File: config.mk
export PLATFORM = sky130hd
export DESIGN_NAME = rvfi_commit_monitor
export DESIGN_NICKNAME = d
export VERILOG_FILES = /design/src/rtl/rvfi_commit_monitor.sv
export SDC_FILE = /design/constraint.sdc
export NUM_CORES = 1
export LEC_CHECK = 0
export CAP_MARGIN = 25
export CORE_AREA = 2 2 219 221
export CTS_BUF_LIST = sky130_fd_sc_hd__clkbuf_2
export DETAILED_ROUTE_END_ITERATION = 12
export DIE_AREA = 0 0 221 223
export GPL_TIMING_DRIVEN = 0
export PLACE_DENSITY = 0.64
export SYNTH_ARGS = -nofsm -noshare
export SYNTH_HDL_FRONTEND = slang
export SYNTH_SLANG_ARGS = --single-unit
File: constraint.sdc
create_clock -name clk_i -period 2.5 [get_ports clk_i]
set_input_delay 0.25 -clock clk_i [delete_from_list [all_inputs] [get_ports clk_i]]
set_output_delay 0.25 -clock clk_i [all_outputs]
set_load 0.05 [all_outputs]
File: src/rtl/rvfi_commit_monitor.sv
// End-of-test and retirement monitor for the multi-port RVFI commit bus.
// Detects tohost termination, global timeout and commit hang; counts retirements and traps.
module rvfi_commit_monitor #(
  parameter int unsigned NR_COMMIT_PORTS = 2,
  parameter int unsigned XLEN            = 64,
  parameter int unsigned CNT_WIDTH       = 48,
  parameter int unsigned TIMEOUT_CYCLES  = 2000000,
  parameter int unsigned HANG_CYCLES     = 100000
) (
  input  logic                                  clk_i,
  input  logic                                  rst_ni,
  input  logic                                  clear_i,
  input  logic [XLEN-1:0]                       tohost_addr_i,
  input  logic [NR_COMMIT_PORTS-1:0]            valid_i,
  input  logic [NR_COMMIT_PORTS-1:0]            trap_i,
  input  logic [NR_COMMIT_PORTS*XLEN-1:0]       mem_addr_i,
  input  logic [NR_COMMIT_PORTS*(XLEN/8)-1:0]   mem_wmask_i,
  input  logic [NR_COMMIT_PORTS*XLEN-1:0]       mem_wdata_i,
  output logic                                  done_o,
  output logic [1:0]                            end_reason_o,
  output logic [63:0]                           exit_code_o,
  output logic [CNT_WIDTH-1:0]                  cycles_o,
  output logic [CNT_WIDTH-1:0]                  instret_o,
  output logic [CNT_WIDTH-1:0]                  trap_cnt_o,
  output logic                                  order_err_o
);

  localparam int unsigned MaskW = XLEN / 8;
  localparam logic [CNT_WIDTH-1:0] TimeoutLast = CNT_WIDTH'(TIMEOUT_CYCLES - 1);
  localparam logic [CNT_WIDTH-1:0] HangLast    = CNT_WIDTH'(HANG_CYCLES - 1);

  localparam logic [1:0] ReasonTohost  = 2'b01;
  localparam logic [1:0] ReasonTimeout = 2'b10;
  localparam logic [1:0] ReasonHang    = 2'b11;

  typedef enum logic [1:0] {StRun, StLoSeen, StDone} state_e;

  state_e                state_q, state_d, scan_state;
  logic [1:0]            reason_q, reason_d;
  logic [63:0]           exit_q, exit_d, scan_exit;
  logic [31:0]           lo_q, lo_d, scan_lo;
  logic [CNT_WIDTH-1:0]  cycles_q, cycles_d;
  logic [CNT_WIDTH-1:0]  idle_q, idle_d;
  logic [CNT_WIDTH-1:0]  instret_q, instret_d;
  logic [CNT_WIDTH-1:0]  trap_cnt_q, trap_cnt_d;
  logic                  order_err_q, order_err_d;

  logic [XLEN-1:0]       tohost_hi;
  logic [XLEN-1:0]       p_addr, p_wdata;
  logic [MaskW-1:0]      p_mask;
  logic                  p_lo, p_hi;
  logic                  scan_stop, tohost_done;
  logic                  any_valid, gap, timeout_hit, hang_hit;
  logic [CNT_WIDTH:0]    ret_inc, trap_inc;

  function automatic logic [CNT_WIDTH-1:0] sat_add(input logic [CNT_WIDTH-1:0] a,
                                                   input logic [CNT_WIDTH:0]   b);
    logic [CNT_WIDTH:0] s;
    s = {1'b0, a} + b;
    return s[CNT_WIDTH] ? '1 : s[CNT_WIDTH-1:0];
  endfunction

  assign tohost_hi   = tohost_addr_i + XLEN'(4);
  assign any_valid   = |valid_i;
  assign timeout_hit = (TIMEOUT_CYCLES != 0) && (cycles_q == TimeoutLast);
  assign hang_hit    = (HANG_CYCLES != 0) && !any_valid && (idle_q == HangLast);

  // Per-cycle commit statistics and out-of-order port usage.
  always_comb begin
    ret_inc  = '0;
    trap_inc = '0;
    gap      = 1'b0;
    for (int i = 0; i < int'(NR_COMMIT_PORTS); i++) begin
      ret_inc  = ret_inc + {{CNT_WIDTH{1'b0}}, valid_i[i] & ~trap_i[i]};
      trap_inc = trap_inc + {{CNT_WIDTH{1'b0}}, trap_i[i]};
      for (int j = 0; j < i; j++) begin
        if (valid_i[i] && !valid_i[j]) gap = 1'b1;
      end
    end
  end

  // Walk ports in index order; in 32-bit mode a lo/hi pair may complete within one cycle.
  always_comb begin
    scan_state  = state_q;
    scan_lo     = lo_q;
    scan_exit   = exit_q;
    tohost_done = 1'b0;
    scan_stop   = 1'b0;
    p_addr      = '0;
    p_wdata     = '0;
    p_mask      = '0;
    p_lo        = 1'b0;
    p_hi        = 1'b0;
    for (int i = 0; i < int'(NR_COMMIT_PORTS); i++) begin
      p_addr  = mem_addr_i[i*XLEN +: XLEN];
      p_wdata = mem_wdata_i[i*XLEN +: XLEN];
      p_mask  = mem_wmask_i[i*MaskW +: MaskW];
      p_lo    = valid_i[i] && (|p_mask) && (tohost_addr_i != '0) && (p_addr == tohost_addr_i);
      p_hi    = valid_i[i] && (|p_mask) && (tohost_addr_i != '0) && (p_addr == tohost_hi);
      if (!scan_stop && state_q != StDone) begin
        if (XLEN == 64) begin
          if (p_lo) begin
            scan_stop = 1'b1;
            if (p_wdata[0] && p_wdata[XLEN-1 -: 16] == '0) begin
              tohost_done = 1'b1;
              scan_exit   = 64'(p_wdata);
            end
          end
        end else begin
          if (p_lo) begin
            if (scan_state == StLoSeen || p_wdata[0]) begin
              scan_state = StLoSeen;
              scan_lo    = 32'(p_wdata);
            end
          end else if (p_hi && scan_state == StLoSeen) begin
            if (p_wdata[XLEN-1 -: 16] == '0) begin
              tohost_done = 1'b1;
              scan_stop   = 1'b1;
              scan_exit   = {32'(p_wdata), scan_lo};
            end else begin
              scan_state = StRun;
            end
          end
        end
      end
    end
  end

  always_comb begin
    state_d     = state_q;
    reason_d    = reason_q;
    exit_d      = exit_q;
    lo_d        = lo_q;
    cycles_d    = cycles_q;
    idle_d      = idle_q;
    instret_d   = instret_q;
    trap_cnt_d  = trap_cnt_q;
    order_err_d = order_err_q | gap;
    if (state_q != StDone) begin
      cycles_d   = cycles_q + CNT_WIDTH'(1);
      idle_d     = any_valid ? '0 : idle_q + CNT_WIDTH'(1);
      instret_d  = sat_add(instret_q, ret_inc);
      trap_cnt_d = sat_add(trap_cnt_q, trap_inc);
      state_d    = scan_state;
      lo_d       = scan_lo;
      if (tohost_done) begin
        state_d  = StDone;
        reason_d = ReasonTohost;
        exit_d   = scan_exit;
      end else if (timeout_hit) begin
        state_d  = StDone;
        reason_d = ReasonTimeout;
      end else if (hang_hit) begin
        state_d  = StDone;
        reason_d = ReasonHang;
      end
    end
    if (clear_i) begin
      state_d     = StRun;
      reason_d    = '0;
      exit_d      = '0;
      lo_d        = '0;
      cycles_d    = '0;
      idle_d      = '0;
      instret_d   = '0;
      trap_cnt_d  = '0;
      order_err_d = 1'b0;
    end
  end

  always_ff @(posedge clk_i or negedge rst_ni) begin
    if (!rst_ni) begin
      state_q     <= StRun;
      reason_q    <= '0;
      exit_q      <= '0;
      lo_q        <= '0;
      cycles_q    <= '0;
      idle_q      <= '0;
      instret_q   <= '0;
      trap_cnt_q  <= '0;
      order_err_q <= 1'b0;
    end else begin
      state_q     <= state_d;
      reason_q    <= reason_d;
      exit_q      <= exit_d;
      lo_q        <= lo_d;
      cycles_q    <= cycles_d;
      idle_q      <= idle_d;
      instret_q   <= instret_d;
      trap_cnt_q  <= trap_cnt_d;
      order_err_q <= order_err_d;
    end
  end

  assign done_o       = (state_q == StDone);
  assign end_reason_o = reason_q;
  assign exit_code_o  = exit_q;
  assign cycles_o     = cycles_q;
  assign instret_o    = instret_q;
  assign trap_cnt_o   = trap_cnt_q;
  assign order_err_o  = order_err_q;

endmodule

==> impl_metrics.csv <==
group,metric,value,unit
clock_tree,cts_buffers,71,
detailed_routing,dr_total_vias,17900,
detailed_routing,drtPass1Iterations,5,
floorplan,start_util,32.5,%
setup_path,crit_family,"simple AND/OR/NAND/NOR gates",
setup_path,path_buf_inv,3,
synth,syn_inst,1657,
setup_path,path_common_cell,"inv_2",
cells_and_area,final_cell_mix,"clkdlybuf4s50_1, dfrtp_1, dlygate4sd2_1",
power_and_ir_drop,totalPowerFinal,9.28,mW
setup_path,endpoint_kind,"register",
synth,async_flop_share,100,%
grt,grt_overflow,0,
setup_path,cp_max_fo,5,
power_and_ir_drop,leakage,11.1,nW
sta,rsz0062_at_grt,"yes",
sta,fmax,378,MHz
floorplan,die_h,223,um
detailed_routing,totalWireLength,84.7,mm
grt,grt_pass1_vias,17700,
cells_and_area,layout.nets,2791,
synth,syn-cell-area,15300,sq um
cells_and_area,drive_above_1_share,15.8,%
synth,ys_ff_latch,260,
synth,yosys_warnings,0,
floorplan,fp.dieW,221,um
grt,grt_pass1_wl,122,mm
detailed_routing,avgRoutedWirePerCell,27.1,um
cells_and_area,final_common_cell,"clkdlybuf4s50_1",
place,gp_congestion,1.07,
cells_and_area,fin_util,52.7,%
setup_path,r2r_slack,-150,ps
detailed_routing,drc_errors,0,
outcome,violations,"negative setup slack",
setup_path,crit_type,"register to register",
setup_path,critPathRequiredTime,3270,ps
detailed_routing,routed_via_density,5.72,
clock_tree,clk_pin_slew_worst_paths,110,ps
setup_path,cp.arrival,3420,ps
clock_tree,clock-root-buffer,"clkbuf_2",
sta,drv_slew,0,
flow_run,max_cap_viol_count,0,
sta,fin_crit,2650,ps
floorplan,core,47100,sq um
floorplan,ios,555,
synth,synth_enable_flop_cells,0,
min_path,min_path_type,"primary input to register",
setup_path,max_stage_delay,380,ps
place,dp_hpwl,66.3,mm
grt,top_usage_layer,"met2",
power_and_ir_drop,power.density,374,nW/um^2
sta,finalSetupViolations,42,
setup_path,start_kind,"register",
grt,grt_max_degree,117,
sta,worst_pin_slew,1140,ps
synth,ys_types,62,
sta,relSlewSlack,23.9,%
synth,seq_area_frac_synth,42.5,%
setup_path,path_cells,"inv_2, fa_2, inv_2, ha_4, nand2_4, nand4bb_4, nor2_4, nand4_1, buf_4, a21oi_2, nor2_1, a311oi_1",
detailed_routing,drt_iter0_markers,1559,
grt,grt_usage,33.2,%
setup_path,cp_slowest_cell,"dfrtp_2",
clock_tree,cts.sinks,260,
floorplan,dieArea,49300,sq um
power_and_ir_drop,peakVddDrop,0.000251,V
synth,synth_fp_nets,2006,
sta,setup_slack,-148,ps
outcome,status,"finished, violations left",
clock_tree,cts_buffer_depth,3,
grt,antenna_found_initial,14,
detailed_routing,ant_nets,0,
clock_tree,cts_tree,"yes",
grt,grtUsageMet1,44.3,%
sta,skew,92.5,ps
clock_tree,clk_latency,950,ps
sta,layout_worst_path_cycle_share,106,%
synth,ys.flop_type,"dfrtp_1",
place,io_buffers,554,
floorplan,row_count,80,
synth,avgSynthCellArea,9.24,sq um
clock_tree,ctsHtreeMaxLevel,3,
grt,use_met3,9.06,%
grt,globalRouteMet2Util,52.5,%
sta,hold_viol,0,
cells_and_area,area_growth,62.3,%
[stage by stage]
stage | hold WS, ps | std cells | setup WS [ps] | area (sq um) | setup TNS (ps)
5_1_grt | 5.32 | 3116 | -252 | 24800 | -6360
2_1_floorplan | -45.6 | 1657 | -191 | 15600 | -4300
3_5_place_dp | 137 | 2829 | -1530 | 22000 | -264140
4_1_cts | 0.0679 | 3085 | -73.4 | 24200 | -594
6_report | 126 | 3121 | -148 | 24800 | -2240
3_3_place_gp | 473 | 2826 | -11520 | 21900 | -3014350
[flip-flops by register name, summed over array words and instances (netlist names)]
register / count
state_q: 1
exit_code_o: 64
instret_o: 48
idle_q: 48
cycles_o: 48
order_err_o: 1
end_reason_o: 2
trap_cnt_o: 48
[kinds of logic after synthesis]
| family | count (synthesis) | share of synthesized area, % |
|---|---|---|
| buffers and inverters | 131 | 3.42 |
| XOR/XNOR | 194 | 11.1 |
| flip-flops | 260 | 42.5 |
| AND/OR/NAND/NOR | 782 | 28.8 |
| AO/OA/AOI/OAI | 274 | 12.9 |
| adder cells (fa/ha/maj) | 6 | 0.589 |
| multiplexers | 10 | 0.662 |
[Yosys cell counts, drive strengths merged, types with 4 or more instances]
master  number  area, sq um
a221o       48          480
dfrtp      260         6510
nor3b       24          180
nand2b      11         68.8
and2        15         93.8
buf         26          129
nor3        46          235
inv         40          150
ha           4         50.1
and4        28          245
nor4        97          607
xor2       150         1310
nand2       84          315
o21a        11         82.6
a211oi      25          193
nand3       71          355
a21oi       73          365
a41oi       10         87.6
a221oi      12          105
mux2i        9         90.1
or4          8         60.1
or2          4         25.0
o21ai       30          150
nor2b       18          113
clkbuf      64          240
nand4       69          432
nor4b       55          494
and3        50          313
nor2       176          661
a311oi      30          263
or3         12         75.1
xnor2       44          385
a31oi       17          106
[worst paths after layout]
kind	from	end	depth (start not counted)
max	trap_cnt_o[0]	trap_cnt_o[17]	12
min reg2reg	idle_q[1]	idle_q[1]	2
max reg2reg	trap_cnt_o[0]	trap_cnt_o[17]	12
max in group asynchronous	rst_ni	trap_cnt_o[6]	4
min	mem_wdata_i[76]	exit_code_o[12]	2
min in group asynchronous	rst_ni	cycles_o[19]	4
[per-layer routing]
layer | wire [um] | share of wire, % | vias up
met5 | 27 | 0.032 | -
met4 | 2610 | 3.1 | 4
met3 | 7480 | 8.8 | 160
met2 | 38700 | 46 | 900
met1 | 35900 | 42 | 8933
li1 | - | - | 7869
[where the power goes]
part	internal, mW	total [mW]	switching [mW]
Combinational	0.810	1.70	0.886
Clock	1.40	3.34	1.94
Sequential	4.22	4.25	0.0255
Total	6.43	9.28	2.85
[what timing repair did]
| item | 4_1_cts | 5_1_grt |
|---|---|---|
| gates cloned | 6 | 0 |
| hold endpoints to repair | 307 | 0 |
| endpoints found under the setup margin | 370 | 205 |
| gates resized for setup | 274 | 141 |
| pin swaps | 39 | 59 |
| hold buffers | 90 | 0 |
| setup buffers | 39 | 32 |
[area by class of cell]
class	instances	area, sq um
tap	615	769
multi-input combinational	1266	9230
sequential	260	6520
fill	4337	22300
clock inverter	22	164
buffer	80	475
clock buffer	102	510
inverter	41	154
antenna	13	32.5
timing repair buffer	722	6980
Power figures use the tool's default switching activity.
